## src/rtl/cache_fill_arbiter_if.sv

```systemverilog
// Bundle between the I/D cache miss requesters, the memory port and the fill return path.
interface cache_fill_arbiter_if;
    logic        i_req;
    logic [15:0] i_addr;
    logic        d_req;
    logic        d_we;
    logic [15:0] d_addr;
    logic [15:0] d_wdata;
    logic        mem_en;
    logic        mem_wr;
    logic [15:0] mem_addr;
    logic [15:0] mem_wdata;
    logic        mem_data_valid;
    logic [15:0] mem_data_out;
    logic        fill_valid;
    logic        fill_owner;
    logic [2:0]  fill_idx;
    logic [15:0] fill_data;
    logic        i_done;
    logic        d_done;
    logic        busy;

    // master: the arbiter itself; slave: the caches and memory around it
    modport master (
        input  i_req, i_addr, d_req, d_we, d_addr, d_wdata, mem_data_valid, mem_data_out,
        output mem_en, mem_wr, mem_addr, mem_wdata, fill_valid, fill_owner, fill_idx, fill_data,
        output i_done, d_done, busy
    );

    modport slave (
        output i_req, i_addr, d_req, d_we, d_addr, d_wdata, mem_data_valid, mem_data_out,
        input  mem_en, mem_wr, mem_addr, mem_wdata, fill_valid, fill_owner, fill_idx, fill_data,
        input  i_done, d_done, busy
    );
endinterface

```

## src/rtl/cache_fill_arbiter.sv

```systemverilog
// Arbitrates I/D cache misses onto one memory port and streams fill words back.
// Define ARB_RR_EN for round-robin on contention; default build gives priority to D.
module cache_fill_arbiter #(
    parameter int unsigned BLOCK_WORDS = 8
) (
    input logic                 clk,
    input logic                 rst,
    cache_fill_arbiter_if.master bus
);
    typedef enum logic [2:0] {StIdle, StFill, StDrain, StWrite, StDone} state_e;

    localparam logic [2:0] LastIdx = 3'(BLOCK_WORDS - 1);

    state_e      state_q, state_d;
    logic [2:0]  issue_q, issue_d;
    logic [2:0]  recv_q, recv_d;
    logic        owner_q, owner_d;
    logic [15:0] addr_q, addr_d;
    logic [15:0] wdata_q, wdata_d;
    logic        grant_d_side;

    logic        mem_en, mem_wr, fill_valid, fill_owner, i_done, d_done;
    logic [15:0] mem_addr, mem_wdata, fill_data;
    logic [2:0]  fill_idx;

`ifdef ARB_RR_EN
    logic last_d_q, last_d_d;

    // On contention the side that did not win last time gets the grant.
    assign grant_d_side = bus.d_req && (!bus.i_req || !last_d_q);
`else
    assign grant_d_side = bus.d_req;
`endif

    always_comb begin
        state_d    = state_q;
        issue_d    = issue_q;
        recv_d     = recv_q;
        owner_d    = owner_q;
        addr_d     = addr_q;
        wdata_d    = wdata_q;
`ifdef ARB_RR_EN
        last_d_d   = last_d_q;
`endif
        mem_en     = 1'b0;
        mem_wr     = 1'b0;
        mem_addr   = '0;
        mem_wdata  = '0;
        fill_valid = 1'b0;
        fill_owner = 1'b0;
        fill_idx   = '0;
        fill_data  = '0;
        i_done     = 1'b0;
        d_done     = 1'b0;

        unique case (state_q)
            StIdle: begin
                if (bus.i_req || bus.d_req) begin
                    owner_d = grant_d_side;
                    wdata_d = bus.d_wdata;
                    issue_d = '0;
                    recv_d  = '0;
`ifdef ARB_RR_EN
                    last_d_d = grant_d_side;
`endif
                    if (grant_d_side) begin
                        // Writes target the exact word; fills start at the block base.
                        addr_d  = bus.d_we ? bus.d_addr : (bus.d_addr & 16'hFFF0);
                        state_d = bus.d_we ? StWrite : StFill;
                    end else begin
                        addr_d  = bus.i_addr & 16'hFFF0;
                        state_d = StFill;
                    end
                end
            end
            StFill: begin
                mem_en   = 1'b1;
                mem_addr = addr_q + {12'b0, issue_q, 1'b0};
                issue_d  = issue_q + 3'd1;
                if (issue_q == LastIdx) begin
                    state_d = StDrain;
                end
            end
            StDrain: begin
            end
            StWrite: begin
                mem_en    = 1'b1;
                mem_wr    = 1'b1;
                mem_addr  = addr_q;
                mem_wdata = wdata_q;
                state_d   = StDone;
            end
            StDone: begin
                i_done  = !owner_q;
                d_done  = owner_q;
                state_d = StIdle;
            end
            default: state_d = StIdle;
        endcase

        // Returns are accepted in both FILL and DRAIN; the last word ends the fill either way.
        if ((state_q == StFill || state_q == StDrain) && bus.mem_data_valid) begin
            fill_valid = 1'b1;
            fill_owner = owner_q;
            fill_idx   = recv_q;
            fill_data  = bus.mem_data_out;
            recv_d     = recv_q + 3'd1;
            if (recv_q == LastIdx) begin
                state_d = StDone;
            end
        end
    end

    always_ff @(posedge clk) begin
        if (rst) begin
            state_q  <= StIdle;
            issue_q  <= '0;
            recv_q   <= '0;
            owner_q  <= 1'b0;
            addr_q   <= '0;
            wdata_q  <= '0;
`ifdef ARB_RR_EN
            last_d_q <= 1'b0;
`endif
        end else begin
            state_q  <= state_d;
            issue_q  <= issue_d;
            recv_q   <= recv_d;
            owner_q  <= owner_d;
            addr_q   <= addr_d;
            wdata_q  <= wdata_d;
`ifdef ARB_RR_EN
            last_d_q <= last_d_d;
`endif
        end
    end

    // Outputs are forced low while reset is held, even before the state register clears.
    assign bus.mem_en     = !rst && mem_en;
    assign bus.mem_wr     = !rst && mem_wr;
    assign bus.mem_addr   = rst ? '0 : mem_addr;
    assign bus.mem_wdata  = rst ? '0 : mem_wdata;
    assign bus.fill_valid = !rst && fill_valid;
    assign bus.fill_owner = !rst && fill_owner;
    assign bus.fill_idx   = rst ? '0 : fill_idx;
    assign bus.fill_data  = rst ? '0 : fill_data;
    assign bus.i_done     = !rst && i_done;
    assign bus.d_done     = !rst && d_done;
    assign bus.busy       = !rst && (state_q != StIdle);
endmodule

```

## src/flat_wrapper.sv

```systemverilog
// flat-port wrapper written by rule: the top's interface ports become plain ports
module cache_fill_arbiter_flat 
#(
    parameter int unsigned BLOCK_WORDS = 8
)
  (clk, rst, bus_i_req, bus_i_addr, bus_d_req, bus_d_we, bus_d_addr, bus_d_wdata, bus_mem_data_valid, bus_mem_data_out, bus_mem_en, bus_mem_wr, bus_mem_addr, bus_mem_wdata, bus_fill_valid, bus_fill_owner, bus_fill_idx, bus_fill_data, bus_i_done, bus_d_done, bus_busy);
  cache_fill_arbiter_if bus_i ();
  input logic clk;
  input logic rst;
  input wire logic [$bits(bus_i.i_req)-1:0] bus_i_req;
  input wire logic [$bits(bus_i.i_addr)-1:0] bus_i_addr;
  input wire logic [$bits(bus_i.d_req)-1:0] bus_d_req;
  input wire logic [$bits(bus_i.d_we)-1:0] bus_d_we;
  input wire logic [$bits(bus_i.d_addr)-1:0] bus_d_addr;
  input wire logic [$bits(bus_i.d_wdata)-1:0] bus_d_wdata;
  input wire logic [$bits(bus_i.mem_data_valid)-1:0] bus_mem_data_valid;
  input wire logic [$bits(bus_i.mem_data_out)-1:0] bus_mem_data_out;
  output wire logic [$bits(bus_i.mem_en)-1:0] bus_mem_en;
  output wire logic [$bits(bus_i.mem_wr)-1:0] bus_mem_wr;
  output wire logic [$bits(bus_i.mem_addr)-1:0] bus_mem_addr;
  output wire logic [$bits(bus_i.mem_wdata)-1:0] bus_mem_wdata;
  output wire logic [$bits(bus_i.fill_valid)-1:0] bus_fill_valid;
  output wire logic [$bits(bus_i.fill_owner)-1:0] bus_fill_owner;
  output wire logic [$bits(bus_i.fill_idx)-1:0] bus_fill_idx;
  output wire logic [$bits(bus_i.fill_data)-1:0] bus_fill_data;
  output wire logic [$bits(bus_i.i_done)-1:0] bus_i_done;
  output wire logic [$bits(bus_i.d_done)-1:0] bus_d_done;
  output wire logic [$bits(bus_i.busy)-1:0] bus_busy;
  assign bus_i.i_req = bus_i_req;
  assign bus_i.i_addr = bus_i_addr;
  assign bus_i.d_req = bus_d_req;
  assign bus_i.d_we = bus_d_we;
  assign bus_i.d_addr = bus_d_addr;
  assign bus_i.d_wdata = bus_d_wdata;
  assign bus_i.mem_data_valid = bus_mem_data_valid;
  assign bus_i.mem_data_out = bus_mem_data_out;
  assign bus_mem_en = bus_i.mem_en;
  assign bus_mem_wr = bus_i.mem_wr;
  assign bus_mem_addr = bus_i.mem_addr;
  assign bus_mem_wdata = bus_i.mem_wdata;
  assign bus_fill_valid = bus_i.fill_valid;
  assign bus_fill_owner = bus_i.fill_owner;
  assign bus_fill_idx = bus_i.fill_idx;
  assign bus_fill_data = bus_i.fill_data;
  assign bus_i_done = bus_i.i_done;
  assign bus_d_done = bus_i.d_done;
  assign bus_busy = bus_i.busy;
  cache_fill_arbiter #(.BLOCK_WORDS(BLOCK_WORDS)) u_core (.clk(clk), .rst(rst), .bus(bus_i));
endmodule
```

## config.mk

```make
export PLATFORM = sky130hd
export DESIGN_NAME = cache_fill_arbiter_flat
export DESIGN_NICKNAME = d
export VERILOG_FILES = /design/src/rtl/cache_fill_arbiter_if.sv /design/src/rtl/cache_fill_arbiter.sv /design/src/flat_wrapper.sv
export SDC_FILE = /design/constraint.sdc
export NUM_CORES = 1
export LEC_CHECK = 0
export CAP_MARGIN = 0
export CORE_MARGIN = 2
export CORE_UTILIZATION = 40
export CTS_CLUSTER_SIZE = 16
export DETAILED_ROUTE_END_ITERATION = 7
export PLACE_DENSITY_LB_ADDON = 0.1
export SLEW_MARGIN = 20
export SYNTH_ARGS = -nofsm -noshare
export SYNTH_HDL_FRONTEND = slang
export SYNTH_SLANG_ARGS = --single-unit
```

## constraint.sdc

```tcl
create_clock -name clk -period 2.91 [get_ports clk]
set_clock_uncertainty 0.2 [all_clocks]
set_input_delay 0.7275 -clock clk [delete_from_list [all_inputs] [get_ports clk]]
set_output_delay 0.7275 -clock clk [all_outputs]
set_load 0.005 [all_outputs]
```

* Word-level counts from Yosys, hierarchy flattened
Index checks and enable logic that the tools add are counted.
** Word-level totals
- Output and inout port bits :: 58
- Input port bits :: 70
- Logic and storage cells :: 64
- Register bits after elaboration :: 42
** Operators by class
- Add/subtract/negate cells :: 3
- Equal/unequal tests :: 7
- Muxes and demuxes :: 27
- Reduce and logical (&&, ||, !) cells :: 21
** Operators by type and width (number)
- two-way mux 16 bit :: 6
- one-hot mux 16 bit (2 select lines) :: 1
- two-way mux 3 bit :: 10
- adder 16 x 4 -> 16 bit :: 1
- one-hot mux 3 bit (4 select lines) :: 1
- == test 3 bit (second input constant) :: 3
- logical AND 1 bit :: 8
- adder 3 x 1 -> 3 bit (second input constant) :: 2
- == test 3 x 2 -> 1 bit (second input constant) :: 2
- two-way mux 1 bit :: 6
- one-hot mux 3 bit (2 select lines) :: 1
- AND reduction 2 bit :: 3
- nonzero test 2 bit :: 3
- two-way mux 4 bit :: 1
- == test 3 x 1 -> 1 bit (second input constant) :: 1
- logical NOT 3 bit :: 1
- nonzero test 3 bit :: 1
- logical NOT 1 bit :: 2
- logical OR 1 bit :: 2
- two-way mux 2 bit :: 1
- != test 2 x 1 -> 1 bit (second input constant) :: 1
- OR reduction 2 bit :: 1

* Depth between registers and ports, before layout
- Depth in word-level cells :: 6
- Depth in mapped cells :: 7
- Depth with buffers taken out :: 7

* Worst setup path before layout
OpenSTA, ideal clock, no wires.
- Path type :: reg-to-output
- From :: reg u_core.issue_q[0]
- To :: out bus_mem_addr[15]
- Arrival time :: 1.842 ns
- Data required time :: 1.982 ns
- Cell stages (with the launch flop) :: 8
- Path buffers :: 0
- Path slack :: 0.141 ns
- Path through :: dfxtp_1 > ha_1 > inv_1 > fa_1 > and2b_1 > o21ai_1 > or4_1 > a21oi_1
** On the way
- Cells in the longest elaborated chain, start to end :: 3
** Ends and longest elaborated chain
- start: declaration :: RTL line cache_fill_arbiter.sv:15 : logic [2:0] issue_q, issue_d;
- start signal: assignment :: RTL line cache_fill_arbiter.sv:127 : issue_q <= issue_d;
- adder 16 x 4 -> 16 bit :: RTL line cache_fill_arbiter.sv:78 : mem_addr = addr_q + {12'b0, issue_q, 1'b0};
- one-hot mux 16 bit (2 select lines) :: RTL line cache_fill_arbiter.sv:56 : unique case (state_q)
- two-way mux 16 bit :: RTL line cache_fill_arbiter.sv:141 : assign bus.mem_addr = rst ? '0 : mem_addr;
- end: declaration :: RTL line flat_wrapper.sv:20 : output wire logic [$bits(bus_i.mem_addr)-1:0] bus_mem_addr;
Every way passes these cells.

* Final worst setup path
- From :: reg u_core.addr_q[1]
- To :: out bus_mem_addr[15]
** On the way
- Cells in the longest elaborated chain, start to end :: 3
** Ends and longest elaborated chain
- start: declaration :: RTL line cache_fill_arbiter.sv:18 : logic [15:0] addr_q, addr_d;
- start signal: assignment :: RTL line cache_fill_arbiter.sv:130 : addr_q <= addr_d;
- adder 16 x 4 -> 16 bit :: RTL line cache_fill_arbiter.sv:78
- one-hot mux 16 bit (2 select lines) :: RTL line cache_fill_arbiter.sv:56
- two-way mux 16 bit :: RTL line cache_fill_arbiter.sv:141
Every way passes these cells.

==> impl_metrics.yaml <==
outcome:
  status: "finished, violations left"
  violations: "setup timing"
global_route:
  grt_pass1_vias: 2703
  met1_usage_pct: 28.86
  antenna_found_initial: 0
  use_met3_pct: 5.737
  grt.met2_usage_pct: 36.44
  grt-busiest-layer: "met2"
  grt_max_degree: 26
  globalRoute.totalOverflow: 0
  grt_pass1_wl_mm: 12.88
  grtUsageTotal_pct: 22.09
final_layout:
  layout-drive-gt1-share_pct: 25.63
  n_fill_cell: 540
  fin_cells: 553
  diodes: 0
  area_growth_pct: 73.72
  nets: 555
timing:
  max_slew_margin_pct: 72.25
  fin_hold_ws_ps: 250.4
  slew_violations: 0
  max_slew.worst_pin.slew_ps: 415.3
  finalCriticalPeriod_ps: 3154
  setup_violations: 8
  layout_setup_ws_ps: -244.2
  max_freq_mhz: 317.0
  rsz0062_at_grt: "yes"
  hold_viol: 0
  fin_tns_setup_ps: -1003
  fin_crit_sh_pct: 108.4
clock_tree:
  root_buffer: "clkbuf_8"
  clk_path_buf_depth: 2
  cts.sinks: 42
  clkLatencyLatePin_ps: 290
  cts-htree-levels: 2
  cts.clk_slew.worst_paths_ps: 80
  cts-buffers-inserted: 5
  tritoncts: "built"
logic_synthesis:
  ys_warn_count: 0
  ys_seq_area_share_pct: 33.07
  yosys_most_used_dff: "dfxtp_1"
  ys_ff_latch: 42
  synth_common_cells: "nand2_1 (43), dfxtp_1 (42), and2_1 (36), a21oi_1 (34), nor2_1 (29)"
  yosysTopAreaCell: "dfxtp_1"
  syn-cell-area_um2: 2542
  synth.most_common_cell: "nand2_1"
  netlist_instances: 316
  synth_fp_nets: 394
  syn_avg_cell_area_um2: 8.046
  synthTopCellsByArea: "dfxtp_1 (33%), and2_1 (8.9%), a21oi_1 (6.7%), nand2_1 (6.3%), a211oi_2 (5.4%)"
  synth_cell_types: 47
  synth_top_area_share_pct: 33.07
  async_flop_share_pct: 0
  synth_edf_count: 0
worst_setup_path:
  cp-start-kind: "flip-flop"
  r2r_cells: 7
  worstPathArrival_ps: 2230
  path_class: "flip-flop to output pin"
  ff2ff_setup_slack_ps: 940
  worstSetupEndpointType: "output pin"
  path_max_fanout: 6
  timing.rr.start: "u_core.state_q[1]"
  r2r_end: "u_core.addr_q[13]"
  crit_required_ps: 1980
route:
  route.detailed.drc: 0
  dr.first_iter.drc_count: 98
  vias: 2835
  drt_wl_total_mm: 7.713
  viasPerCell: 5.127
  postRouteAntennaNets: 0
  drt_first_pass_iters: 6
  wl_per_cell_um: 13.95
power_and_ir_drop:
  combPwrFrac_pct: 32.8
  clkPwrFrac_pct: 23.8
  swShare_pct: 30.72
  vdd_ir_drop_max_uv: 295.3
  internal_power_w: 0.001089
  p_leak_nw: 1.960
  seqPwrFrac_pct: 43.4
  switching_power_w: 0.0004831
  power_density_nw_per_um2: 356.0
worst_hold_path:
  min_from: "u_core.addr_q[0]"
  hold_path_end: "u_core.addr_q[0]"
  holdPathStages: 2
  hold_path_class: "flip-flop to flip-flop"
floorplanning:
  fp.dieW_um: 83.73
  die_y_um: 83.73
  die_area_um2: 7010
  pin_count: 128
  initial_core_util_pct: 40.74
  fp-row-count: 29
  core_area_um2: 6241
place:
  dpl.hpwl_mm: 5.529
  port_buffers: 123
  place.gp.congestion: 0.8384
  dp_cells: 531
flow_run:
  maxCapViolCount: 0
[worst max-delay path by stage]
| stage | slack [ps] | cells after the start | to | start |
|---|---|---|---|---|
| after floorplan | 140 | 7 | bus_mem_addr[15] | u_core.issue_q[0] |
| after global placement | -360 | 8 | bus_mem_addr[15] | u_core.addr_q[1] |
| after detailed placement | -390 | 8 | bus_mem_addr[15] | u_core.issue_q[0] |
| after CTS | -220 | 9 | bus_mem_addr[15] | u_core.addr_q[1] |
| after global routing | -290 | 9 | bus_mem_addr[15] | u_core.addr_q[1] |
| final | -240 | 9 | bus_mem_addr[15] | u_core.addr_q[1] |
[cells in the final DEF (no fill, tap or decap), types with 7 or more instances in the layout]
cell type        netlist  final
nor2_1                29     27
a211oi_2              11     13
a21oi_1               34     30
nand3_1                9      8
dlygate4sd2_1          0     17
buf_6                  1     12
buf_4                  3     39
nand2_1               43     43
and2_1                36     36
buf_2                  8      9
dlymetal6s2s_1         0      7
clkdlybuf4s50_1        0     82
mux2i_1               13     13
dfxtp_1               42     36
[power groups by stage]
stage / sequential, W / combinational (W) / clock (W)
global placement: 0.000686 / 0.000489 / 0
detailed placement: 0.000690 / 0.000500 / 0
CTS: 0.000679 / 0.000510 / 0.000385
finish: 0.000683 / 0.000516 / 0.000374
floorplan: 0.000682 / 0.000261 / 0
global route: 0.000689 / 0.000571 / 0.000402
[sequential cells by signal, indices dropped and copies added (netlist names)]
| signal | flops |
|---|---|
| u_core.addr_q | 16 |
| u_core.wdata_q | 16 |
| u_core.issue_q | 3 |
| u_core.recv_q | 3 |
| u_core.state_q | 3 |
| u_core.owner_q | 1 |
[metrics by stage]
step / util (%) / setup slack (ps) / total power, W / instance area, um2
global route: 70.77 / -289.3 / 0.001663 / 4417
CTS: 68.97 / -215.7 / 0.001574 / 4304
floorplan: - / 140.8 / 0.0009437 / 2542
finish: 70.77 / -244.2 / 0.001572 / 4417
detailed placement: 65.06 / -387.1 / 0.001190 / 4060
global placement: 65.06 / -355.3 / 0.001175 / 4060
[metal layers]
| metal | wire length (um) | share of wire (%) |
|---|---|---|
| met4 | 131 | 1.7 |
| met1 | 3318 | 43 |
| met2 | 3716 | 48 |
| met5 | 0 | 0 |
| met3 | 547 | 7.1 |
[final cells by class]
cell class	instances	area, um2	share of cell area, %
well taps	77	96.34	2.181
flip-flops and latches	42	848.3	19.21
repair buffers	176	1620	36.69
multi-input cells	245	1743	39.46
inverters	7	26.28	0.5949
clock buffers	6	82.58	1.870
[critical path, stage by stage, from the launching register on]
cell     delay (ps)
dfxtp_2         360
ha_4            140
inv_2            40
fa_2            320
and2b_2         240
buf_6           100
o21ai_4          70
or4_1           400
a21oi_1         130
buf_2           130
[cell families after synthesis]
kind of cell,Yosys count,synth area share (%)
adders and majority gates,8,4.232
DFF,42,33.07
and+or+nand+nor,150,31.10
xor gates and xnor gates,9,3.101
AOI/OAI and AO/OA,65,17.96
muxes,13,5.118
buffers and inverters,29,5.414
[timing repair]
item / in CTS / in global routing
hold buffers: 0 / 0
buffers inserted: 7 / 10
pin swaps: 14 / 18
endpoints found under the setup margin: 52 / 38
gates resized for setup: 93 / 37
gates cloned: 1 / 0
(Power assumes the default switching activity.)
